**src/rtl/uart_tx.sv**
```systemverilog
// uart_tx: 8N1 serial transmitter with a one-byte holding register ahead of the shifter.
module uart_tx #(
    parameter int CLK_FREQ_HZ = 10000000,
    parameter int BAUD_RATE   = 115200
) (
    input  logic       CLK,
    input  logic       RESET,
    input  logic [7:0] DATA,
    input  logic       VALID,
    output logic       READY,
    output logic       TXD,
    output logic       BUSY
);
    localparam int CLKS_PER_BIT = CLK_FREQ_HZ / BAUD_RATE;
    localparam int CW = CLKS_PER_BIT < 2 ? 1 : $clog2(CLKS_PER_BIT);
    localparam logic [CW-1:0] LAST = CW'(CLKS_PER_BIT - 1);

    if (CLKS_PER_BIT < 2) begin : g_rate_check
        $error("uart_tx: CLK_FREQ_HZ / BAUD_RATE must be at least 2");
    end

    typedef enum logic [1:0] {S_IDLE, S_START, S_DATA, S_STOP} state_t;

    state_t        state;
    logic [7:0]    hold;
    logic [7:0]    shift;
    logic          hold_full;
    logic [CW-1:0] cnt;
    logic [2:0]    idx;
    logic          last;

    assign last  = cnt == LAST;
    assign READY = RESET && !hold_full;

    // TXD and BUSY are registered from the current state, so the line lags the FSM by one cycle.
    always_ff @(posedge CLK) begin
        if (!RESET) begin
            state     <= S_IDLE;
            TXD       <= 1'b1;
            BUSY      <= 1'b0;
            hold_full <= 1'b0;
            cnt       <= '0;
            idx       <= '0;
        end else begin
            TXD  <= state == S_START ? 1'b0 : state == S_DATA ? shift[idx] : 1'b1;
            BUSY <= state != S_IDLE || hold_full;
            if (VALID && !hold_full) begin
                hold      <= DATA;
                hold_full <= 1'b1;
            end
            case (state)
                S_IDLE: begin
                    cnt <= '0;
                    idx <= '0;
                    if (hold_full) begin
                        shift     <= hold;
                        hold_full <= 1'b0;
                        state     <= S_START;
                    end
                end
                S_START: begin
                    cnt <= last ? '0 : cnt + CW'(1);
                    if (last) state <= S_DATA;
                end
                S_DATA: begin
                    cnt <= last ? '0 : cnt + CW'(1);
                    if (last) begin
                        idx <= idx + 3'd1;
                        if (idx == 3'd7) state <= S_STOP;
                    end
                end
                default: begin
                    cnt <= last ? '0 : cnt + CW'(1);
                    if (last && hold_full) begin
                        shift     <= hold;
                        hold_full <= 1'b0;
                        state     <= S_START;
                    end else if (last) begin
                        state <= S_IDLE;
                    end
                end
            endcase
        end
    end
endmodule

```
**config.mk**
```make
export PLATFORM = sky130hd
export DESIGN_NAME = uart_tx
export DESIGN_NICKNAME = d
export VERILOG_FILES = /design/src/rtl/uart_tx.sv
export SDC_FILE = /design/constraint.sdc
export NUM_CORES = 1
export LEC_CHECK = 0
export ABC_AREA = 0
export CAP_MARGIN = 25
export CELL_PAD_IN_SITES_DETAIL_PLACEMENT = 0
export CELL_PAD_IN_SITES_GLOBAL_PLACEMENT = 2
export CORE_ASPECT_RATIO = 1.75
export CORE_UTILIZATION = 40
export DETAILED_ROUTE_END_ITERATION = 16
export PLACE_DENSITY = 0.94
export SETUP_SLACK_MARGIN = 0.1
export SLEW_MARGIN = 20
export SYNTH_ARGS = -nofsm -noshare
export SYNTH_HDL_FRONTEND = slang
export SYNTH_SLANG_ARGS = --single-unit
```
**constraint.sdc**
```tcl
create_clock -name CLK -period 3.5 [get_ports CLK]
set_input_delay 0.7 -clock CLK [delete_from_list [all_inputs] [get_ports CLK]]
set_output_delay 0.7 -clock CLK [all_outputs]
set_load 0.02 [all_outputs]
```
## After elaboration in Yosys (flattened, before gate mapping)

Cells that the tools add are included.

- Bits in registers: 31
- Input port bits: 11
- Output and inout bits: 3
- Logic and storage cells: 57

- Add/sub/neg operators: 2
- Magnitude comparators: 1
- Equal/unequal tests: 8
- Mux-type cells: 20
- Bitwise operators: 2
- Reductions and logical operators: 16

Operators with widths:

| operator | number |
|---|---|
| 8-bit 2-to-1 mux | 2 |
| 8-bit one-hot mux with 2 select lines | 1 |
| 2-bit 2-to-1 mux | 6 |
| 7-bit by 1-bit adder with 7-bit output, second input constant | 1 |
| 7-bit == test, second input constant | 1 |
| 1-bit 2-to-1 mux | 6 |
| 2-bit inequality test, second input constant | 3 |
| 2-bit one-hot mux with 3 select lines | 1 |
| 3-bit one-hot mux with 2 select lines | 1 |
| 2-bit nonzero test | 3 |
| 5-bit AND reduction | 1 |
| 3-bit by 4-bit less-than comparator with 1-bit output, second input constant | 1 |
| 2-bit AND reduction | 2 |
| 4-bit AND reduction | 1 |
| 3-bit by 1-bit adder with 3-bit output, second input constant | 1 |
| 1-bit binary-select mux with 3-bit select | 1 |
| 3-bit == test, second input constant | 1 |
| 1-bit logical AND | 3 |
| 3-bit 2-to-1 mux | 1 |
| 3-bit nonzero test | 1 |
| 3-bit OR reduction | 1 |
| 2-bit by 1-bit == test with 1-bit output, second input constant | 1 |
| 2-bit == test, second input constant | 1 |
| 2-bit logical NOT | 1 |
| other kinds (6) | 7 |

## Depth between registers and ports, before layout

Gate-level depths: netlist (run 1).

- Depth in word-level cells: 5
- Mapped depth: 6
- Depth with buffers taken out: 6

## Worst setup path after synthesis (run 1)

No wires, ideal clock.

- Path kind: input to register
- From: input port RESET
- To: register shift[0] (enable)
- Library setup time: 383 ps
- Arrival time: 1,514 ps
- Required time: 3,117 ps
- Setup slack: 1,603 ps
- Stages on the path: 3
- Path buffers: 1
- Path through: buf_2 > nand2_1 > nor3_1

- Longest elaborated chain between the ends: 1

RTL lines:

| element | line | text |
|---|---|---|
| start, declared | 7 | `input logic RESET,` |
| 4-bit AND reduction (no line) | n/a |  |
| end signal, assigned | 56 | `shift <= hold;` |
| end signal, assigned | 75 | `shift <= hold;` |
| end, declared | 26 | `logic [7:0] shift;` |

Every way passes these cells.
A chain may end at the register's enable or synchronous reset.

## Worst setup path after layout (run 1)

- From: input port RESET
- To: output port READY

- Longest elaborated chain between the ends: 1

RTL lines:

| element | line | text |
|---|---|---|
| 1-bit logical AND | 33 | `assign READY = RESET && !hold_full;` |
| end, declared | 10 | `output logic READY,` |

Every way passes these cells.

==> results of run 1 <==
-- registers in the layout, indices dropped and copies added (netlist names) --
signal / cells
cnt: 7
state: 2
hold: 8
TXD: 1
BUSY: 1
shift: 8
hold_full: 1
idx: 3
-- power groups by stage --
stage                     combinational [mW]  sequential, mW  clock [mW]
final                                  0.252           0.457       0.259
after global routing                   0.285           0.463       0.280
after CTS                              0.258           0.458       0.267
after detailed placement               0.256           0.465           0
after global placement                 0.253           0.461           0
after floorplan                        0.174           0.467           0
-- placed cells by master, fill, tap and decap left out, types with 2 or more instances in the layout --
master and count:
clkbuf_8 5, edfxtp_1 16, xor2_1 2, nand2_1 14
mux4_2 2, o32ai_1 2, nand2b_1 2, dfxtp_1 15
buf_4 2, nor2b_1 2, a21oi_1 2, and2b_2 2
clkdlybuf4s50_1 13, nor2_1 9, inv_1 4, xnor2_1 3
o22ai_1 3, ha_1 8, mux2i_1 3, nand3_1 3
-- per-stage QoR --
step	hold slack, ns	util [%]
finish	0.4187	50.60
global route	0.4292	50.60
CTS	0.4197	50.60
detailed placement	0.4045	47.99
global placement	0.4020	47.99
floorplan	0.4003	-
-- cell families after synthesis --
logic type	after synthesis	synth area share [%]
AO/OA/AOI/OAI	11	5.979
XOR/XNOR	5	3.376
adder cells (fa/ha/maj)	8	7.715
buffers and inverters	5	1.542
flip-flops	31	60.17
multiplexers	5	5.786
AND/OR/NAND/NOR	39	15.43
-- metal layers --
metal	routed length [microns]	track usage, %	up-vias
met3	60	4.186	7
met4	56	8.182	0
met1	807	13.98	392
met5	0	0	-
li1	-	-	409
met2	1151	23.91	12
-- critical path: stages --
cell and delay, ns:
clkdlybuf4s50_1 0.48, nor2b_1 0.22, clkdlybuf4s50_1 0.64
-- area by class of cell --
class                   instances  share of cell area (%)
multi-input cells              68                   31.58
clock inverters                 2                  0.5569
clock buffers                   6                   4.614
repair buffers                 15                   9.228
inverters                       4                  0.9547
well taps                      43                   3.421
flip-flops and latches         31                   49.64
-- worst min-delay path by stage --
stage	from	to	slack, ns	cells after the start
floorplan	hold[0]$_DFFE_PP_	shift[0]$_DFFE_PP_	0.40	0
global placement	hold[1]$_DFFE_PP_	shift[1]$_DFFE_PP_	0.40	0
detailed placement	hold[3]$_DFFE_PP_	shift[3]$_DFFE_PP_	0.40	0
CTS	hold[3]$_DFFE_PP_	shift[3]$_DFFE_PP_	0.42	0
global route	hold[6]$_DFFE_PP_	shift[6]$_DFFE_PP_	0.43	0
finish	hold[3]$_DFFE_PP_	shift[3]$_DFFE_PP_	0.42	0
==> impl_results.md, run 1 <==
- Outcome: complete, no violations
- Max Slew Vio Count: 0
- Fillers: 296
- Total Wirelength: 2076 microns
- TNS Setup: 0 ns
- Final Setup Violations: 0
- Vias in the first global route: 819
- Worst setup margin: 0.7622 ns
- Core Region: 3108 sq um
- Sequential fraction of design power: 47.2%
- DR vias/cell: 4.852
- Total congestion overflow: 0
- Post-cts hold buffer count: 0
- ANT cells: 0
- YS warnings: 0
- Placed Instances: 161
- Die Y: 77.35 microns
- Period minus WS final: 2.738 ns
- Nets: 144
- Post-synth EDFFs: 16
- CTS tree: done
- Non-Filler Instances: 169
- Kind of critical path: in -> out
- Worst Skew: 0.005410 ns
- DRC Markers: 0
- Starting Density: 41.75%
- DP Worst Slack: 0.8023 ns
- Die width: 45.06 microns
- Worst-case reg-to-reg path depth: 5
- Worst EP required: 2.80 ns
- Starting DRT DRC Count: 10
- H-tree Lvls: 2
- Num ports: 14
- Clock Latency Late Sink: 0.28 ns
- # port buffers: 13
- Sw Share: 28.90%
- Final Hold Viols: 0
- Post-route cell area: 1573 sq um
- Antenna violations before repair: 0
- Reg area: 780.7 sq um
- CTS Buffer Depth: 2
- Ranking of synthesized cells by area: edfxtp_1 (37%), dfxtp_1 (23%), ha_1 (7.7%), nand2_1 (4.1%), mux4_2 (3.5%)
- Pwr dens: 615.1 nW/um^2
- RSZ-0062 raised after global routing: no
- CP endpoint kind: output pin
- RR Endpoint: shift[6]$_DFFE_PP_
- Tot Pwr: 0.9674 mW
- Post-synth top area cell: edfxtp_1
- Synth top area share: 37.03%
- # Max-Cap Violations: 0
- Max VDD drop: 377.1 uV
- Commonest cells post-synth: edfxtp_1 (16), dfxtp_1 (15), nand2_1 (14)
- Comb pwr share: 26.1%
- Global-route wire length before repair: 3429 microns
- Syn_nets: 123
- Clk network pwr share: 26.7%
- GRT Total Usage: 13.96%
- Most common cell in the netlist: edfxtp_1
- Row count: 27
- Sequential-to-total area share from yosys stat: 60.17%
- Syn Inst Count: 104
- Worst R2R Start: cnt[0]$_SDFF_PP0_
- Syn-to-layout area delta: 21.22%
- Area of the multi-input gates: 496.7 sq um
- Slew HR: 76.16%
- Final Cycle Share: 78.22%
- CTS clock-pin slew for the worst setup and hold paths: 0.06 ns
- Vias post-DR: 820
- Antenna violation net count after detailed routing: 0
- Layout cell share with drive strength beyond 1: 12.70%
- Yosys reg bits: 31
- R2R Setup Slk: 1.92 ns
- Synth unique cells: 29
- Post-DP HPWL: 1582 microns
- Synthesized cell area: 1297 sq um
- Gpl congestion: 0.7209
- Placed instance area: 1491 sq um
- Die area: 3485 sq um
- Startpoint types: input pin
- Post-synth top flop: edfxtp_1
- LEAKAGE: 0.5663 nW
- Min-delay worst type: reg -> reg
- CP Capture Point: READY
- Synth async-reset ratio: 0%
- CP arrival: 2.04 ns
- Mean post-synth cell area: 12.48 sq um
- Largest net degree at the start of global routing: 16
- First-pass DRT Iterations: 4
- Worst Path Max Fanout: 2
- Switching pwr: 0.2795 mW
- Total CTS buffers: 5
- Worst setup path start: RESET
- Clock root cell: clkbuf_8
- Number of setup buffers added after CTS: 0
- PostCTS Resize Cnt: 0
- Clock sinks: 31
- Worst Tran Pin Value: 0.3576 ns
- F_max: 365.3 MHz
- Int Power: 0.6878 mW
- Wire per inst: 12.28 microns
Power figures use the tool's default switching activity.
==> inputs of run 2 (changes only) <==
--- a/config.mk
+++ b/config.mk
@@ -10,9 +10,9 @@
 export CELL_PAD_IN_SITES_DETAIL_PLACEMENT = 0
 export CELL_PAD_IN_SITES_GLOBAL_PLACEMENT = 2
 export CORE_ASPECT_RATIO = 1.75
-export CORE_UTILIZATION = 40
+export CORE_UTILIZATION = 37
 export DETAILED_ROUTE_END_ITERATION = 16
-export PLACE_DENSITY = 0.94
+export PLACE_DENSITY = 0.89
 export SETUP_SLACK_MARGIN = 0.1
 export SLEW_MARGIN = 20
 export SYNTH_ARGS = -nofsm -noshare
==> constraint.sdc (replaced) <==
create_clock -name CLK -period 2.68 [get_ports CLK]
set_input_delay 0.536 -clock CLK [delete_from_list [all_inputs] [get_ports CLK]]
set_output_delay 0.536 -clock CLK [all_outputs]
set_load 0.02 [all_outputs]
==> impl_results.md, run 2 (same netlist as run 1, synthesis figures left out) <==
- Outcome: complete, no violations
- Die area: 3757 sq um (+7.8%)
- Smallest hold slack: 0.4182 ns (-0.0004610 ns)
- R2R Setup Slk: 1.11 ns (-0.81 ns)
- Global-route wire length before repair: 3291 microns (-4.0%)
- Clock Latency Late Sink: 0.28 ns (about the same)
- Period minus WS final: 2.380 ns
- # Max-Cap Violations: 0 (unchanged)
- Worst EP required: 2.14 ns (-0.66 ns)
- DRC Markers: 0 (unchanged)
- Max VDD drop: 560.2 uV (+49%)
- CP arrival: 1.84 ns (-0.20 ns)
- Num ports: 14 (unchanged)
- First-pass DRT Iterations: 4 (unchanged)
- Vias in the first global route: 794 (-3.1%)
- F_max: 420.2 MHz
- PostCTS Resize Cnt: 0 (unchanged)
- Fillers: 330 (+11%)
- CP Cell Sequence: clkdlybuf4s50_1 -> nor2b_1 -> clkdlybuf4s50_1
- Total congestion overflow: 0 (unchanged)
- CTS Buffer Depth: 2 (unchanged)
- GRT Total Usage: 13.16% (-0.80 points)
- DR vias/cell: 4.618 (-4.8%)
- Antenna violation net count after detailed routing: 0 (unchanged)
- Final Hold Viols: 0 (unchanged)
- H-tree Lvls: 2 (unchanged)
- Area of the multi-input gates: 496.7 sq um (unchanged)
- Die width: 46.77 microns (+3.8%)
- Slowest stage cell, crit path: clkdlybuf4s50_1
- Reg area: 780.7 sq um (unchanged)
- Worst R2R Start: cnt[0]$_SDFF_PP0_
- DP Worst Slack: 0.3063 ns (-0.4960 ns)
- Final Setup Violations: 0 (unchanged)
- Clock root cell: clkbuf_8
- Placed Instances: 163 (+1.2%)
- CP max stage delay: 0.63 ns (about the same)
- Layout cell share with drive strength beyond 1: 12.80% (+0.10 points)
- Worst Skew: 0.003135 ns (-0.002275 ns)
- ANT cells: 0 (unchanged)
- # port buffers: 13 (unchanged)
- Starting DRT DRC Count: 6 (-4)
- Final Cycle Share: 88.80%
- Pwr dens: 797.1 nW/um^2 (+30%)
- Non-Filler Instances: 170 (+0.59%)
- TNS Setup: 0 ns (unchanged)
- Die Y: 80.34 microns (+3.9%)
- WHS Path Cells: 0 (unchanged)
- Core Region: 3363 sq um (+8.2%)
- Worst Path Max Fanout: 2 (unchanged)
- Starting Density: 38.58% (-3.2 points)
- Kind of critical path: in -> out
- CP endpoint kind: output pin
- Wire per inst: 11.54 microns (-6.1%)
- RSZ-0062 raised after global routing: no
- CTS clock-pin slew for the worst setup and hold paths: 0.06 ns (about the same)
- Largest net degree at the start of global routing: 16 (unchanged)
- Hold Path End: shift[2]$_DFFE_PP_
- Worst-case reg-to-reg path depth: 5 (unchanged)
- RR Endpoint: shift[6]$_DFFE_PP_
- CTS tree: done
- Gpl congestion: 0.7594 (+5.3%)
- Total CTS buffers: 5 (unchanged)
- Nets: 144 (unchanged)
- Row count: 28 (+3.7%)
- Min-delay worst type: reg -> reg
- Max Slew Vio Count: 0 (unchanged)
- Clock sinks: 31 (unchanged)
- Vias post-DR: 785 (-4.3%)
- Total Wirelength: 1961 microns (-5.5%)
- Largest regs: hold (8), shift (8), cnt (7)
- Most frequent cells in the layout: edfxtp_1 (16), dfxtp_1 (15), nand2_1 (14)
- Worst setup margin: 0.3001 ns (-0.4621 ns)
- Antenna violations before repair: 0 (unchanged)
- Worst Hold Launch: hold[2]$_DFFE_PP_
- Post-DP HPWL: 1522 microns (-3.8%)
- Number of setup buffers added after CTS: 0 (unchanged)
- Slew HR: 77.26% (+1.1 points)
- Worst Tran Pin Value: 0.3411 ns (-0.01648 ns)
- Syn-to-layout area delta: 21.12% (about the same)
- LEAKAGE: 0.5651 nW (-0.21%)
- Commonest non-fill, non-tap cell in the layout: edfxtp_1
- Worst path most repeated cell: clkdlybuf4s50_1
- Post-cts hold buffer count: 0 (unchanged)
- Startpoint types: input pin
[run 2: area by class of cell]
class,count,area share [%]
sequential,31,49.68
timing repair buffer,15,9.236
clock buffer,5,4.379
tap,45,3.583
clock inverter,2,0.5573
inverter,4,0.9554
multi-input combinational,68,31.61
[run 2: per-layer routing]
layer	GRT usage, %	routed length, microns	vias up
met5	0	0	-
met4	9.429	68	0
met3	5.393	86	6
met1	13.54	774	358
met2	20.42	1031	12
li1	-	-	409
[run 2: through the flow]
| stage | total power, mW | cell area (sq um) | util (%) |
|---|---|---|---|
| 6_report | 1.253 | 1572 | 46.73 |
| 5_1_grt | 1.332 | 1572 | 46.73 |
| 4_1_cts | 1.272 | 1572 | 46.73 |
| 3_5_place_dp | 0.9388 | 1494 | 44.42 |
| 3_3_place_gp | 0.9322 | 1494 | 44.42 |
| 2_1_floorplan | 0.8377 | 1297 | - |
[run 2: worst max-delay path by stage]
stage / start / to / slack (ns) / cells past startpoint
2_1_floorplan: cnt[0]$_SDFF_PP0_ / shift[0]$_DFFE_PP_ / 0.83 / 4
3_3_place_gp: RESET / READY / 0.28 / 3
3_5_place_dp: RESET / READY / 0.31 / 3
4_1_cts: RESET / READY / 0.28 / 3
5_1_grt: RESET / READY / 0.22 / 3
6_report: RESET / READY / 0.30 / 3
[run 2: where the power goes]
group / leakage, nW / internal [mW] / total, mW / switching, mW
clock: 0.0414 / 0.172 / 0.330 / 0.158
sequential: 0.269 / 0.566 / 0.595 / 0.0292
combinational: 0.255 / 0.154 / 0.328 / 0.173
total: 0.565 / 0.892 / 1.25 / 0.361
[run 2: critical path: cells and delay by family]
kind / cells / cell delay (ns)
AND/OR/NAND/NOR: 1 / 0.19
buffers and inverters: 2 / 1.12
==> inputs of run 3 (changes only) <==
--- a/config.mk
+++ b/config.mk
@@ -10,9 +10,11 @@
 export CELL_PAD_IN_SITES_DETAIL_PLACEMENT = 0
 export CELL_PAD_IN_SITES_GLOBAL_PLACEMENT = 2
 export CORE_ASPECT_RATIO = 1.75
-export CORE_UTILIZATION = 37
+export CORE_UTILIZATION = 44
+export CTS_CLUSTER_DIAMETER = 120
 export DETAILED_ROUTE_END_ITERATION = 16
-export PLACE_DENSITY = 0.89
+export DONT_BUFFER_PORTS = 1
+export PLACE_DENSITY = 0.92
 export SETUP_SLACK_MARGIN = 0.1
 export SLEW_MARGIN = 20
 export SYNTH_ARGS = -nofsm -noshare
==> constraint.sdc (replaced) <==
create_clock -name CLK -period 2.91 [get_ports CLK]
set_input_delay 0.582 -clock CLK [delete_from_list [all_inputs] [get_ports CLK]]
set_output_delay 0.582 -clock CLK [all_outputs]
set_load 0.02 [all_outputs]
==> impl_results.md, run 3 (same netlist as run 1, synthesis figures left out) <==
- Commonest non-fill, non-tap cell in the layout: edfxtp_1
- Kind of critical path: reg -> out
- # port buffers: 0 (-13)
- Outcome: complete, no violations
- Final Setup Violations: 0 (unchanged)
- Die area: 3179 sq um (-15%)
- Worst Path Max Fanout: 5 (+3)
- Pwr dens: 843.9 nW/um^2 (+5.9%)
- Gpl congestion: 0.6932 (-8.7%)
- DR vias/cell: 5.360 (+16%)
- Clock sinks: 31 (unchanged)
- Nets: 130 (-9.7%)
- Worst-case reg-to-reg path depth: 5 (unchanged)
- TNS Setup: 0 ns (unchanged)
- Max VDD drop: 481.8 uV (-14%)
- Wire per inst: 14.43 microns (+25%)
- LEAKAGE: 0.5236 nW (-7.3%)
- Die Y: 73.84 microns (-8.1%)
- Period minus WS final: 1.592 ns
- Total CTS buffers: 5 (unchanged)
- Worst EP required: 2.33 ns (+0.19 ns)
- DRC Markers: 0 (unchanged)
- Worst Skew: 0.005023 ns (+0.001888 ns)
- Core Region: 2753 sq um (-18%)
- Row count: 25 (-11%)
- H-tree Lvls: 2 (unchanged)
- Final Cycle Share: 54.71%
- Post-route cell area: 1441 sq um (-8.3%)
- Total congestion overflow: 0 (unchanged)
- Placed instance area: 1334 sq um (-11%)
- Post-DP HPWL: 1531 microns (+0.58%)
- Antenna violations before repair: 0 (unchanged)
- Slowest stage cell, crit path: nor2b_1
- WP buf/inv: 0 (-2)
- RSZ-0062 raised after global routing: no
- Slew HR: 70.07% (-7.2 points)
- Starting Density: 47.14% (+8.6 points)
- CP endpoint kind: output pin
- CP Capture Point: READY
- Syn-to-layout area delta: 11.09%
- Post-cts hold buffer count: 0 (unchanged)
- Smallest hold slack: 0.3637 ns (-0.05454 ns)
- GRT Total Usage: 15.59% (+2.4 points)
- Antenna violation net count after detailed routing: 0 (unchanged)
- Startpoint types: register
- Vias post-DR: 745 (-5.1%)
- CTS tree: done
- F_max: 628.1 MHz
- Worst R2R Start: cnt[0]$_SDFF_PP0_
- Min-delay worst type: in -> reg
- Number of setup buffers added after CTS: 0 (unchanged)
- CTS Buffer Depth: 2 (unchanged)
- PostCTS Resize Cnt: 0 (unchanged)
- Worst setup path start: hold_full$_SDFF_PN0_
- Vias in the first global route: 752 (-5.3%)
- Global-route wire length before repair: 3498 microns (+6.3%)
- CP Cell Sequence: nor2b_1
- # Max-Cap Violations: 0 (unchanged)
- Largest regs: hold (8), shift (8), cnt (7)
- ANT cells: 0 (unchanged)
- Largest net degree at the start of global routing: 17 (+1)
- Worst Tran Pin Value: 0.4480 ns (+0.1069 ns)
- Starting DRT DRC Count: 7 (+1)
- Clock root cell: clkbuf_8
- Layout cell share with drive strength beyond 1: 14.29% (+1.5 points)
- Total Wirelength: 2006 microns (+2.3%)
- CTS clock-pin slew for the worst setup and hold paths: 0.06 ns (about the same)
- Max Slew Vio Count: 0 (unchanged)
- Num ports: 14 (unchanged)
- Clock Latency Late Sink: 0.28 ns (about the same)
- Instance count on the critical path: 1 (-2)
- Die width: 43.05 microns (-7.9%)
- Family with the most delay on the worst path: simple AND/OR/NAND/NOR gates
- RR Endpoint: shift[7]$_DFFE_PP_
- Most frequent cells in the layout: edfxtp_1 (16), dfxtp_1 (15), nand2_1 (14)
- Final Hold Viols: 0 (unchanged)
- CP max stage delay: 0.38 ns (-0.25 ns)
- First-pass DRT Iterations: 4 (unchanged)
- R2R Setup Slk: 1.34 ns (+0.23 ns)
- CP arrival: 1.01 ns (-0.83 ns)
-- run 3: changes by cell type in the layout (fill, tap and decap cells not counted) --
cell,previous run,this run
bufinv_16,0,1
clkdlybuf4s50_1,13,0
buf_4,2,1
-- run 3: layout make-up --
class | instances | area, sq um
clock inverters | 3 | 38.79
multi-input cells | 68 | 496.7
fillers | 253 | 1311
clock buffers | 5 | 68.82
inverters | 4 | 15.01
flip-flops and latches | 31 | 780.7
repair buffers | 1 | 7.507
well taps | 27 | 33.78
-- run 3: worst min-delay path by stage --
stage / cells after the start / start / endpoint
after floorplan: 0 / hold[0]$_DFFE_PP_ / shift[0]$_DFFE_PP_
after global placement: 0 / hold[6]$_DFFE_PP_ / shift[6]$_DFFE_PP_
after detailed placement: 0 / hold[1]$_DFFE_PP_ / shift[1]$_DFFE_PP_
after CTS: 1 / RESET / TXD$_SDFF_PN1_
after global routing: 1 / RESET / TXD$_SDFF_PN1_
final: 1 / RESET / TXD$_SDFF_PN1_
-- run 3: routing by layer --
layer | GRT usage [%] | routed length [microns] | vias up
met5 | 0 | 0 | -
li1 | - | - | 381
met1 | 16.22 | 764 | 347
met4 | 9.091 | 25 | 0
met2 | 25.93 | 1110 | 15
met3 | 6.388 | 106 | 2
-- run 3: metrics by stage --
stage | utilization [%] | power [mW] | setup slack [ns] | cells
2_1_floorplan | - | 0.7715 | 1.057 | 104
3_3_place_gp | 48.45 | 0.8222 | 1.219 | 131
3_5_place_dp | 48.45 | 0.8284 | 1.177 | 131
4_1_cts | 52.36 | 1.235 | 1.300 | 139
5_1_grt | 52.36 | 1.293 | 1.181 | 139
6_report | 52.36 | 1.216 | 1.318 | 139
-- run 3: report_power, final --
group          total [mW]  switching, mW  leakage, nW  internal (mW)
Sequential          0.562         0.0405        0.269          0.521
Clock               0.404          0.154       0.0556          0.250
Combinational       0.251          0.139        0.199          0.112
Total                1.22          0.333        0.524          0.883
